[config.mk]
export PLATFORM = sky130hd
export DESIGN_NAME = rom_streamer
export DESIGN_NICKNAME = d
export VERILOG_FILES = /design/src/rtl/rom_streamer.sv
export SDC_FILE = /design/constraint.sdc
export NUM_CORES = 1
export LEC_CHECK = 0
export BUFFER_PORTS_ARGS = -buffer_cell sky130_fd_sc_hd__buf_2
export CAP_MARGIN = 20
export CORE_MARGIN = 4
export CORE_UTILIZATION = 45
export CTS_CLUSTER_SIZE = 10
export DETAILED_ROUTE_END_ITERATION = 8
export PLACE_DENSITY_LB_ADDON = 0.25
export SETUP_SLACK_MARGIN = 0.5
export SLEW_MARGIN = 30
export SYNTH_ARGS = -nofsm -noshare
export SYNTH_HDL_FRONTEND = slang
export SYNTH_SLANG_ARGS = --single-unit
[constraint.sdc]
create_clock -name clk -period 2 [get_ports clk]
set_input_delay 0.1 -clock clk [delete_from_list [all_inputs] [get_ports clk]]
set_output_delay 0.1 -clock clk [all_outputs]
set_load 0.01 [all_outputs]
[src/rtl/rom_streamer.sv]
// rom_streamer: streams a burst of consecutive words from a combinational ROM onto a valid/ready stream.
// Latency: first beat valid 2 cycles after an accepted start, then one beat per cycle while out_ready=1.
// Backpressure: out_ready=0 stalls ROM fetches; out_data/out_valid/out_last hold until the beat transfers.
// Optional feature: define ROM_STREAMER_CSUM_EN to build the running XOR checksum on csum.
module rom_streamer #(
  parameter int ADDR_WIDTH = 8,
  parameter int DATA_WIDTH = 8
) (
  input  logic                  clk,
  input  logic                  reset,
  input  logic                  start,
  input  logic [ADDR_WIDTH-1:0] start_addr,
  input  logic [ADDR_WIDTH:0]   len,
  output logic [ADDR_WIDTH-1:0] rom_addr,
  output logic                  rom_ce,
  output logic                  rom_ren,
  input  logic [DATA_WIDTH-1:0] rom_data,
  output logic [DATA_WIDTH-1:0] out_data,
  output logic                  out_valid,
  input  logic                  out_ready,
  output logic                  out_last,
  output logic                  busy,
  output logic                  done,
  output logic [DATA_WIDTH-1:0] csum
);

  typedef enum logic [1:0] {IDLE, READ, DONE} state_t;

  localparam logic [ADDR_WIDTH:0]   CNT_ONE  = 1;
  localparam logic [ADDR_WIDTH-1:0] ADDR_ONE = 1;

  state_t                state;
  logic [ADDR_WIDTH-1:0] addr;      // next address to fetch
  logic [ADDR_WIDTH:0]   count;     // words still to fetch
  logic [ADDR_WIDTH-1:0] addr_hold; // address of the most recent fetch
  logic                  fetch;
  logic                  xfer;

  // The ROM answers in the same cycle, so the fetch strobe must be combinational:
  // it depends on this cycle's out_ready. Between fetches rom_addr parks on the last address.
  assign fetch    = (state == READ) && (count != '0) && (!out_valid || out_ready);
  assign xfer     = out_valid && out_ready;
  assign rom_ce   = fetch;
  assign rom_ren  = fetch;
  assign rom_addr = fetch ? addr : addr_hold;

  // Burst control FSM with registered stream, busy and done outputs.
  always_ff @(posedge clk) begin
    if (reset) begin
      state     <= IDLE;
      addr      <= '0;
      count     <= '0;
      addr_hold <= '0;
      out_data  <= '0;
      out_valid <= 1'b0;
      out_last  <= 1'b0;
      busy      <= 1'b0;
      done      <= 1'b0;
    end else begin
      done <= 1'b0;
      case (state)
        IDLE: begin
          if (start) begin
            addr  <= start_addr;
            count <= len;
            busy  <= 1'b1;
            if (len == '0) begin
              state <= DONE;
              done  <= 1'b1;
            end else begin
              state <= READ;
            end
          end
        end
        READ: begin
          if (fetch) begin
            // A fetch both refills the output register and retires any beat being accepted.
            out_data  <= rom_data;
            out_valid <= 1'b1;
            out_last  <= (count == CNT_ONE);
            addr      <= addr + ADDR_ONE;
            count     <= count - CNT_ONE;
            addr_hold <= addr;
          end else if (xfer) begin
            out_valid <= 1'b0;
            out_last  <= 1'b0;
            if (out_last) begin
              state <= DONE;
              done  <= 1'b1;
            end
          end
        end
        DONE: begin
          state <= IDLE;
          busy  <= 1'b0;
        end
        default: begin
          state <= IDLE;
          busy  <= 1'b0;
        end
      endcase
    end
  end

`ifdef ROM_STREAMER_CSUM_EN
  // Running XOR of every transferred beat; cleared when a burst is accepted.
  always_ff @(posedge clk) begin
    if (reset) begin
      csum <= '0;
    end else if (state == IDLE && start) begin
      csum <= '0;
    end else if (state == READ && xfer) begin
      csum <= csum ^ out_data;
    end
  end
`else
  assign csum = '0;
`endif

endmodule
==> impl_metrics.tcl, run 1 <==
set metrics [dict create \
    outcome "complete, but fails checks" \
    violations "negative setup slack" \
    cts-root-buf "clkbuf_8" \
    dr.first_iter.drc_count 176 \
    synth-edff-count 0 \
    portBuffers 50 \
    synth-seq-area-share 0.3977 \
    crit_type "register to output pin" \
    netlist_top_cells_count "dfxtp_1 (39), nand2_1 (39), a21oi_1 (31)" \
    placed_area_um2 2317 \
    async_reset_ff_frac 0 \
    synth.avg_cell_area_um2 7.948 \
    clock_sinks 39 \
    p_leak_nw 1.228 \
    antenna_found_initial 0 \
    crit_required_ns 1.90 \
    p_per_area_nw_per_um2 1034 \
    numCtsBuffers 5 \
    h-tree-depth 2 \
    max_freq_mhz 433.5 \
    synth.largest_area_cell "dfxtp_1" \
    postLayoutCoreUtil 0.7026 \
    clock_path_buffers 2 \
    cts_tree "done" \
    rows 23 \
    skew_ns 0.009381 \
    antenna_cells 0 \
    yosysTopAreaCellShare 0.3977 \
    post_drt_wl_per_cell_um 15.39 \
    core_area_um2 4115 \
    worst-path-max-fanout 4 \
    die_y_um 74.05 \
    postRouteAntennaNets 0 \
    slew_headroom 0.4725 \
    syn_to_final_growth_pct 47.29 \
    synth-seq-cells 39 \
    peakVddDrop_mv 0.4496 \
    hold_viol 0 \
    vias 2044 \
    drive_above_1_share 0.4531 \
    grt_pass1_vias 1771 \
    wl_mm 5.695 \
    synth_ff_type "dfxtp_1" \
    grt_max_degree 40 \
    worst_path_max_delay_cell "or4_4" \
    die_w_um 74.05 \
    synth.area.top_cells "dfxtp_1 (40%), a21oi_1 (7.9%), nand2_1 (7.5%)" \
    path_clk_slew_ns 0.07 \
    grt_usage 0.1824 \
    yosysUniqueCellTypes 40 \
    fillCellCount 334 \
    finalWorstSetupSlack_ns -0.3069 \
    hold_path_class "input port to register" \
    dr.pass1.iters 4 \
    place.gp.congestion 0.8031 \
    critical-path-max-stage-delay_ns 0.52 \
    worst_slew_pin_slew_ns 0.7912 \
    critPathLaunchType "register" \
    maxSlewViolCount 0 \
    ys_warn_count 0 \
    cp.arrival_ns 2.21 \
    crit_chain "or4_4 > and4bb_1 > or2_4 > clkbuf_16 > inv_6 > mux2_4 > buf_6" \
    crit_family "simple AND/OR/NAND/NOR gates" \
    end_kind "output pin" \
    num_io_pins 59 \
    fin_crit_ns 2.307 \
    rsz0062_at_grt "yes" \
    setup_viol 16 \
    post-route-period-util 1.153 \
    clk_latency_ns 0.30 \
    drc 0 \
    finalSetupTns_ns -2.737 \
    cts.hold.buffers_added 0 \
    fin_area_um2 2892 \
    crit_buf_inv 3 \
    syn_inst 247 \
    dieArea_um2 5483 \
    nets 352 \
    drv_cap 0 \
    grt_pass1_wl_mm 7.879 \
    initial_core_util 0.4770 \
    via_per_inst 5.524 \
    grt_overflow 0 \
    post-dp-hpwl_mm 3.377 \
    syn_area_um2 1963 \
]
[registers in the layout (all words and copies together) (netlist names)]
register,flops
addr,8
addr_hold,8
busy,1
count,9
done,1
out_data,8
out_last,1
out_valid,1
state,2
[metal layers]
metal  routed length, um  vias to the layer above  global-route usage
met5                   0                        -                   0
met4                  13                        0             0.04829
met3                 374                        2             0.04730
met2                2837                       68              0.3071
met1                2470                      981              0.2317
li1                    -                      993                   -
[stage by stage]
step / setup WS (ns) / cells / hold slack, ns / total power [mW]
floorplan: -0.02651 / 254 / 0.2360 / 1.653
global placement: 0.04566 / 346 / 0.3424 / 1.930
CTS: -0.2866 / 358 / 0.03656 / 2.554
finish: -0.3069 / 370 / 0.04604 / 2.990
detailed placement: 0.003757 / 346 / 0.3494 / 1.947
global route: -0.3505 / 370 / 0.03693 / 3.155
[area by class of cell]
| type | instances | area [um^2] | share of cell area |
|---|---|---|---|
| Multi-Input combinational cell | 186 | 1276 | 0.4414 |
| Sequential cell | 39 | 785.8 | 0.2717 |
| Timing Repair Buffer | 81 | 658.1 | 0.2276 |
| Clock buffer | 7 | 76.32 | 0.02640 |
| Tap cell | 50 | 62.56 | 0.02164 |
| Inverter | 6 | 27.53 | 0.009520 |
| Clock inverter | 1 | 5.005 | 0.001731 |
[where the power goes]
part           leakage (nW)  switching, mW  internal (mW)
logic                 0.865          0.718          0.760
registers             0.321         0.0948          0.895
clock network        0.0422          0.278          0.245
total                  1.23           1.09           1.90
[placed cells by master (no fill, tap or decap), types with 2 or more instances in the layout]
cell	count
a211oi_2	2
a21o_1	2
a21oi_1	19
a21oi_2	11
a31oi_1	4
buf_12	2
buf_2	40
buf_4	15
buf_6	20
buf_8	2
clkbuf_1	2
clkbuf_16	2
clkbuf_8	5
conb_1	8
dfxtp_1	35
dfxtp_2	4
ha_1	3
inv_1	3
inv_2	2
mux2_4	8
nand2_1	35
nand2_2	4
nand2b_1	6
nand3_1	8
nand3_2	2
nor2_1	14
nor2b_1	2
nor2b_4	6
nor3_1	7
nor3_2	2
o21ai_0	7
o21ai_2	8
o32ai_2	2
o41ai_1	3
or3_1	2
[cells by family after synthesis]
kind of cell,synth area share
DFF,0.3977
other,0.001910
buffers and inverters,0.08094
and+or+nand+nor,0.2396
adders and majority gates,0.02549
muxes,0.04780
AOI/OAI and AO/OA,0.2065
[what timing repair did]
item,4_1_cts,5_1_grt
resized for setup,19,72
setup endpoints to repair,48,48
cloned,1,3
buffers inserted,3,9
pin swaps,2,22
[worst paths after layout]
path	startpoint	end	slack, ns	depth (start not counted)
setup / recovery	count[8]	rom_addr[7]	-0.31	7
setup reg to reg	count[8]	addr_hold[7]	-0.13	8
hold reg to reg	out_data[6]	out_data[6]	0.45	2
hold / removal	rom_data[3]	out_data[3]	0.05	3
[tightest hold or removal path: cells and delay by family]
kind / cells / cell delay (ns)
buffers and inverters: 1 / 0.10
and+or+nand+nor: 1 / 0.05
AOI/OAI and AO/OA: 1 / 0.04
(Power assumes the default switching activity.)
==> run 2, diff against run 1 <==
SETUP_SLACK_MARGIN = 0.3   (was 0.5)
==> impl_metrics.tcl, run 2 (synthesis gave the netlist of run 1 again) <==
set metrics [dict create \
    fillCellCount 379 \
    cts_tree "done" \
    mostFrequentLayoutCell "buf_2" \
    cp-startpoint "count[8]" \
    cts.hold.buffers_added 0 \
    hold_path_class "input port to register" \
    cts-root-buf "clkbuf_8" \
    outcome "complete, but fails checks" \
    grt_usage 0.1910 \
    crit_end "rom_addr[6]" \
    dr.first_iter.drc_count 103 \
    maxSlewViolCount 0 \
    rows 23 \
    place.gp.congestion 0.8263 \
    numCtsBuffers 5 \
    slew_headroom 0.4718 \
    setup_viol 14 \
    grt_overflow 0 \
    vias 1926 \
    critPathLaunchType "register" \
    path_clk_slew_ns 0.07 \
    post-route-period-util 1.144 \
    peakVddDrop_mv 0.4818 \
    postRouteAntennaNets 0 \
    crit_required_ns 1.90 \
    portBuffers 50 \
    die_y_um 74.05 \
    postLayoutCoreUtil 0.6224 \
    post-dp-hpwl_mm 3.335 \
    clk_latency_ns 0.29 \
    post_drt_wl_per_cell_um 13.73 \
    crit_type "register to output pin" \
    core_area_um2 4115 \
    end_kind "output pin" \
    nets 342 \
    clock_sinks 39 \
    p_per_area_nw_per_um2 1021 \
    largest_reg_flops 9 \
    fin_crit_ns 2.288 \
    skew_ns 0.01267 \
    dp_slack_ns -0.06676 \
    hold_viol 0 \
    worst_slew_pin_slew_ns 0.7923 \
    grt_pass1_vias 1820 \
    via_per_inst 5.365 \
    dieArea_um2 5483 \
    num_io_pins 59 \
    wl_mm 4.929 \
    rr_startpoint "count[8]" \
    antenna_found_initial 0 \
    finalWorstSetupSlack_ns -0.2884 \
    r2r-end "addr_hold[2]" \
    h-tree-depth 2 \
    p_leak_nw 1.116 \
    violations "negative setup slack" \
    grt_pass1_wl_mm 8.204 \
    die_w_um 74.05 \
    drc 0 \
    r2r_setup_slack_ns -0.03 \
    drv_cap 0 \
    antenna_cells 0 \
    final_cell_mix "buf_2 (44), nand2_1 (39), dfxtp_1 (36)" \
    hold_ws_ns 0.05550 \
    cp.arrival_ns 2.19 \
    drive_above_1_share 0.3398 \
    clock_path_buffers 2 \
    dr.pass1.iters 4 \
    grt_max_degree 40 \
    syn_to_final_growth_pct 30.47 \
    rr_worst_depth 6 \
    rsz0062_at_grt "yes" \
    max_freq_mhz 437.0 \
    initial_core_util 0.4770 \
    regMostFlops "count" \
    finalSetupTns_ns -2.378 \
    worst-path-max-fanout 9 \
]
run 2: cell types whose count changed in the layout (fill, tap and decap cells not counted), moves of 4 or more:
cell     previous run  this run
o21ai_0             7        16
o21ai_2             8         0
nand2_1            35        39
buf_2              40        44
a21oi_1            19        27
nand2_2             4         0
a21oi_2            11         4
buf_6              20        11
run 2: critical path, cell delays in order, from the launching register on:
cell and delay (ns):
dfxtp_2 0.32, or4_4 0.52, and4bb_1 0.30, or2_4 0.15, buf_12 0.14, mux2_2 0.34, buf_2 0.14
run 2: what timing repair did:
| item | in CTS | in global routing |
|---|---|---|
| pin swaps | 1 | 3 |
| endpoints found under the setup margin | 47 | 47 |
| gates resized for setup | 20 | 12 |
| cloned | 1 | 0 |
| endpoints found under the hold margin | 0 | 0 |
| buffers inserted | 2 | 0 |
run 2: area by class of cell:
class,instances,area [um^2],share of cell area
Inverter,6,27.53,0.01075
Timing Repair Buffer,71,476.7,0.1861
Tap cell,50,62.56,0.02443
Clock inverter,1,5.005,0.001954
Clock buffer,6,82.58,0.03224
Multi-Input combinational cell,186,1122,0.4382
Sequential cell,39,784.5,0.3063
run 2: per-stage QoR:
stage | total power, mW | cell area, um^2 | instances
3_5_place_dp | 1.959 | 2323 | 349
6_report | 2.616 | 2561 | 359
3_3_place_gp | 1.941 | 2323 | 349
2_1_floorplan | 1.638 | 2011 | 254
4_1_cts | 2.599 | 2507 | 359
5_1_grt | 2.801 | 2561 | 359
run 2: report_power, final:
part | switching, mW | internal, mW
Combinational | 0.570 | 0.534
Sequential | 0.0836 | 0.894
Clock | 0.263 | 0.271
run 2: worst min path at each step:
stage,startpoint,to,slack (ns),depth (start not counted)
after global routing,rom_data[7],out_data[7],0.05,3
final,rom_data[5],out_data[5],0.06,3
after CTS,rom_data[7],out_data[7],0.05,3
after global placement,rom_data[7],out_data[7],0.34,3
after floorplan,rom_data[0],out_data[0],0.24,2
after detailed placement,rom_data[7],out_data[7],0.35,3
run 2: per-layer routing:
layer | GRT usage | wire (um) | vias to the layer above | share of wire
met5 | 0 | 0 | - | 0
met3 | 0.04595 | 302 | 8 | 0.061
li1 | - | - | 968 | -
met4 | 0.07646 | 73 | 0 | 0.015
met1 | 0.2248 | 2028 | 889 | 0.41
met2 | 0.3327 | 2525 | 61 | 0.51
==> run 3, diff against run 2 <==
ABC_AREA = 1   (was unset)
==> impl_metrics.tcl, run 3 <==
set metrics [dict create \
    outcome "complete, no violations" \
    cts.hold.buffers_added 0 \
    syn_to_final_growth_pct 28.19 \
    p_int_mw 2.399 \
    antenna_found_initial 0 \
    mostFrequentLayoutCell "nor2_1" \
    die_w_um 76.96 \
    grt_usage 0.1902 \
    grt_max_degree 24 \
    r2r_setup_slack_ns 0.43 \
    finalSetupTns_ns 0 \
    postLayoutCoreUtil 0.6130 \
    portBuffers 50 \
    p_per_area_nw_per_um2 1561 \
    max_freq_mhz 597.1 \
    clock_sinks 39 \
    synth.avg_cell_area_um2 6.311 \
    yosysUniqueCellTypes 24 \
    synth-edff-count 0 \
    netlist_top_cells_count "nor2_1 (74), nand2_1 (66), inv_1 (45)" \
    min_path_cells 3 \
    crit_required_ns 1.90 \
    end_kind "output pin" \
    maxSlewViolCount 0 \
    synth-seq-cells 39 \
    met2_length_mm 2.798 \
    num_io_pins 59 \
    clkPwrFrac 0.161 \
    dp_slack_ns 0.2683 \
    final_cell_mix "nor2_1 (73), nand2_1 (63), buf_2 (50)" \
    dpl.cell_count 430 \
    drv_cap 0 \
    path_clk_slew_ns 0.08 \
    switching_share 0.4396 \
    antenna_cells 0 \
    clk_latency_ns 0.30 \
    rows 24 \
    hold_path_class "input port to register" \
    worst-path-max-fanout 8 \
    yosysMostFrequentCell "nor2_1" \
    p_leak_nw 1.442 \
    highest_layer "met4" \
    wl_mm 5.487 \
    grt_pass1_vias 2079 \
    critical-path-max-stage-delay_ns 0.32 \
    synth_ff_type "dfxtp_1" \
    grt_pass1_wl_mm 9.177 \
    regMostFlops "count" \
    syn_inst 339 \
    async_reset_ff_frac 0 \
    worst_slew_pin_slew_ns 0.6796 \
    vias 2218 \
    finalWorstSetupSlack_ns 0.3254 \
    peakVddDrop_mv 0.6614 \
    cts-root-buf "clkbuf_8" \
    p_switching_mw 1.881 \
    numCtsBuffers 5 \
    rr_startpoint "count[5]" \
    skew_ns 0.007024 \
    syn_area_um2 2140 \
    pwr-share-comb 0.536 \
    dieArea_um2 5922 \
    critPathLaunchType "register" \
    post_drt_wl_per_cell_um 12.09 \
    drc 0 \
    via_per_inst 4.885 \
    synth.largest_area_cell "dfxtp_1" \
    post-dp-hpwl_mm 3.598 \
    dr.pass1.iters 4 \
    grt_overflow 0 \
    initial_core_util 0.4782 \
    rr_worst_depth 9 \
    hold_viol 0 \
    largest_reg_flops 9 \
    die_y_um 76.96 \
    h-tree-depth 2 \
    rsz0062_at_grt "yes" \
    slew_headroom 0.5465 \
    place.gp.congestion 0.8061 \
    whs_endpoint "out_data[1]" \
    fin_crit_ns 1.675 \
    setup_viol 0 \
    final_cells 454 \
    min-delay-start "rom_data[1]" \
    cts_tree "done" \
    finalPower_mw 4.280 \
    clock_path_buffers 2 \
    wl_met3_um 358 \
    met1_length_mm 2.265 \
    worst_path_max_delay_cell "dfxtp_1" \
    postRouteAntennaNets 0 \
    nets 434 \
    yosysTopAreaCellShare 0.3649 \
    synth.area.top_cells "dfxtp_1 (36%), nor2_1 (13%), nand2_1 (12%)" \
    drive_above_1_share 0.2761 \
    crit_type "register to output pin" \
    seqPwrFrac 0.303 \
    core_area_um2 4474 \
    synth-seq-area-share 0.3649 \
    crit_chain "inv_2 > nand2_2 > a21oi_4 > buf_12 > nand2_8 > o21ai_1 > inv_1 > buf_2" \
    dr.first_iter.drc_count 175 \
    post-route-period-util 0.8373 \
    cp.arrival_ns 1.57 \
    ys_warn_count 0 \
    r2r-end "count[5]" \
]
-- run 3: worst max-delay path by stage --
| stage | end | slack, ns | startpoint |
|---|---|---|---|
| CTS | rom_addr[7] | 0.29 | count[0] |
| floorplan | count[0] | 0.64 | count[4] |
| detailed placement | count[5] | 0.27 | count[6] |
| finish | rom_addr[6] | 0.33 | state[1] |
| global placement | count[3] | 0.31 | count[5] |
| global route | rom_addr[6] | 0.20 | count[7] |
-- run 3: worst max-delay path, delay by kind of cell, from the launching register on --
kind	cells	cell delay, ns
and+or+nand+nor	2	0.17
DFF	1	0.32
AOI/OAI and AO/OA	2	0.40
buffers and inverters	4	0.39
-- run 3: what timing repair did --
action                     in CTS  in global routing
pin swaps                       5                  6
gates cloned                    2                  0
setup buffers                   6                  8
setup endpoints to repair      20                 27
hold endpoints to repair        0                  0
gates resized for setup        18                 23
-- run 3: metal layers --
layer  global-route usage  vias to the layer above
met3              0.03396                        7
met5                    0                        -
met1               0.2312                      988
met2               0.3406                       66
met4              0.05435                        0
li1                     -                     1157
-- run 3: stage by stage --
stage	instance area (um^2)	hold slack [ns]
floorplan	2166	0.1691
global placement	2365	0.3504
detailed placement	2365	0.3568
CTS	2591	0.04541
global route	2743	0.05809
finish	2743	0.04588
-- run 3: layout make-up --
cell class                      instances  area [um^2]
Sequential cell                        39        794.5
Clock inverter                          2        35.03
Clock buffer                            6        82.58
Multi-Input combinational cell        240         1176
Fill cell                             432         1732
Tap cell                               52        65.06
Inverter                               48        186.4
Timing Repair Buffer                   67        402.9
-- run 3: kinds of logic after synthesis --
logic type,synth area share
flip-flops,0.3649
other,0.001753
adder cells (fa/ha/maj),0.02339
buffers and inverters,0.1491
AO/OA/AOI/OAI,0.1181
AND/OR/NAND/NOR,0.3427
-- run 3: power groups by stage --
stage          clock network [mW]  registers, mW  logic, mW
3_5_place_dp                    0           1.27       1.79
3_3_place_gp                    0           1.26       1.76
4_1_cts                     0.700           1.27       2.03
5_1_grt                     0.717           1.34       2.60
2_1_floorplan                   0           1.26       1.36
6_report                    0.690           1.30       2.29
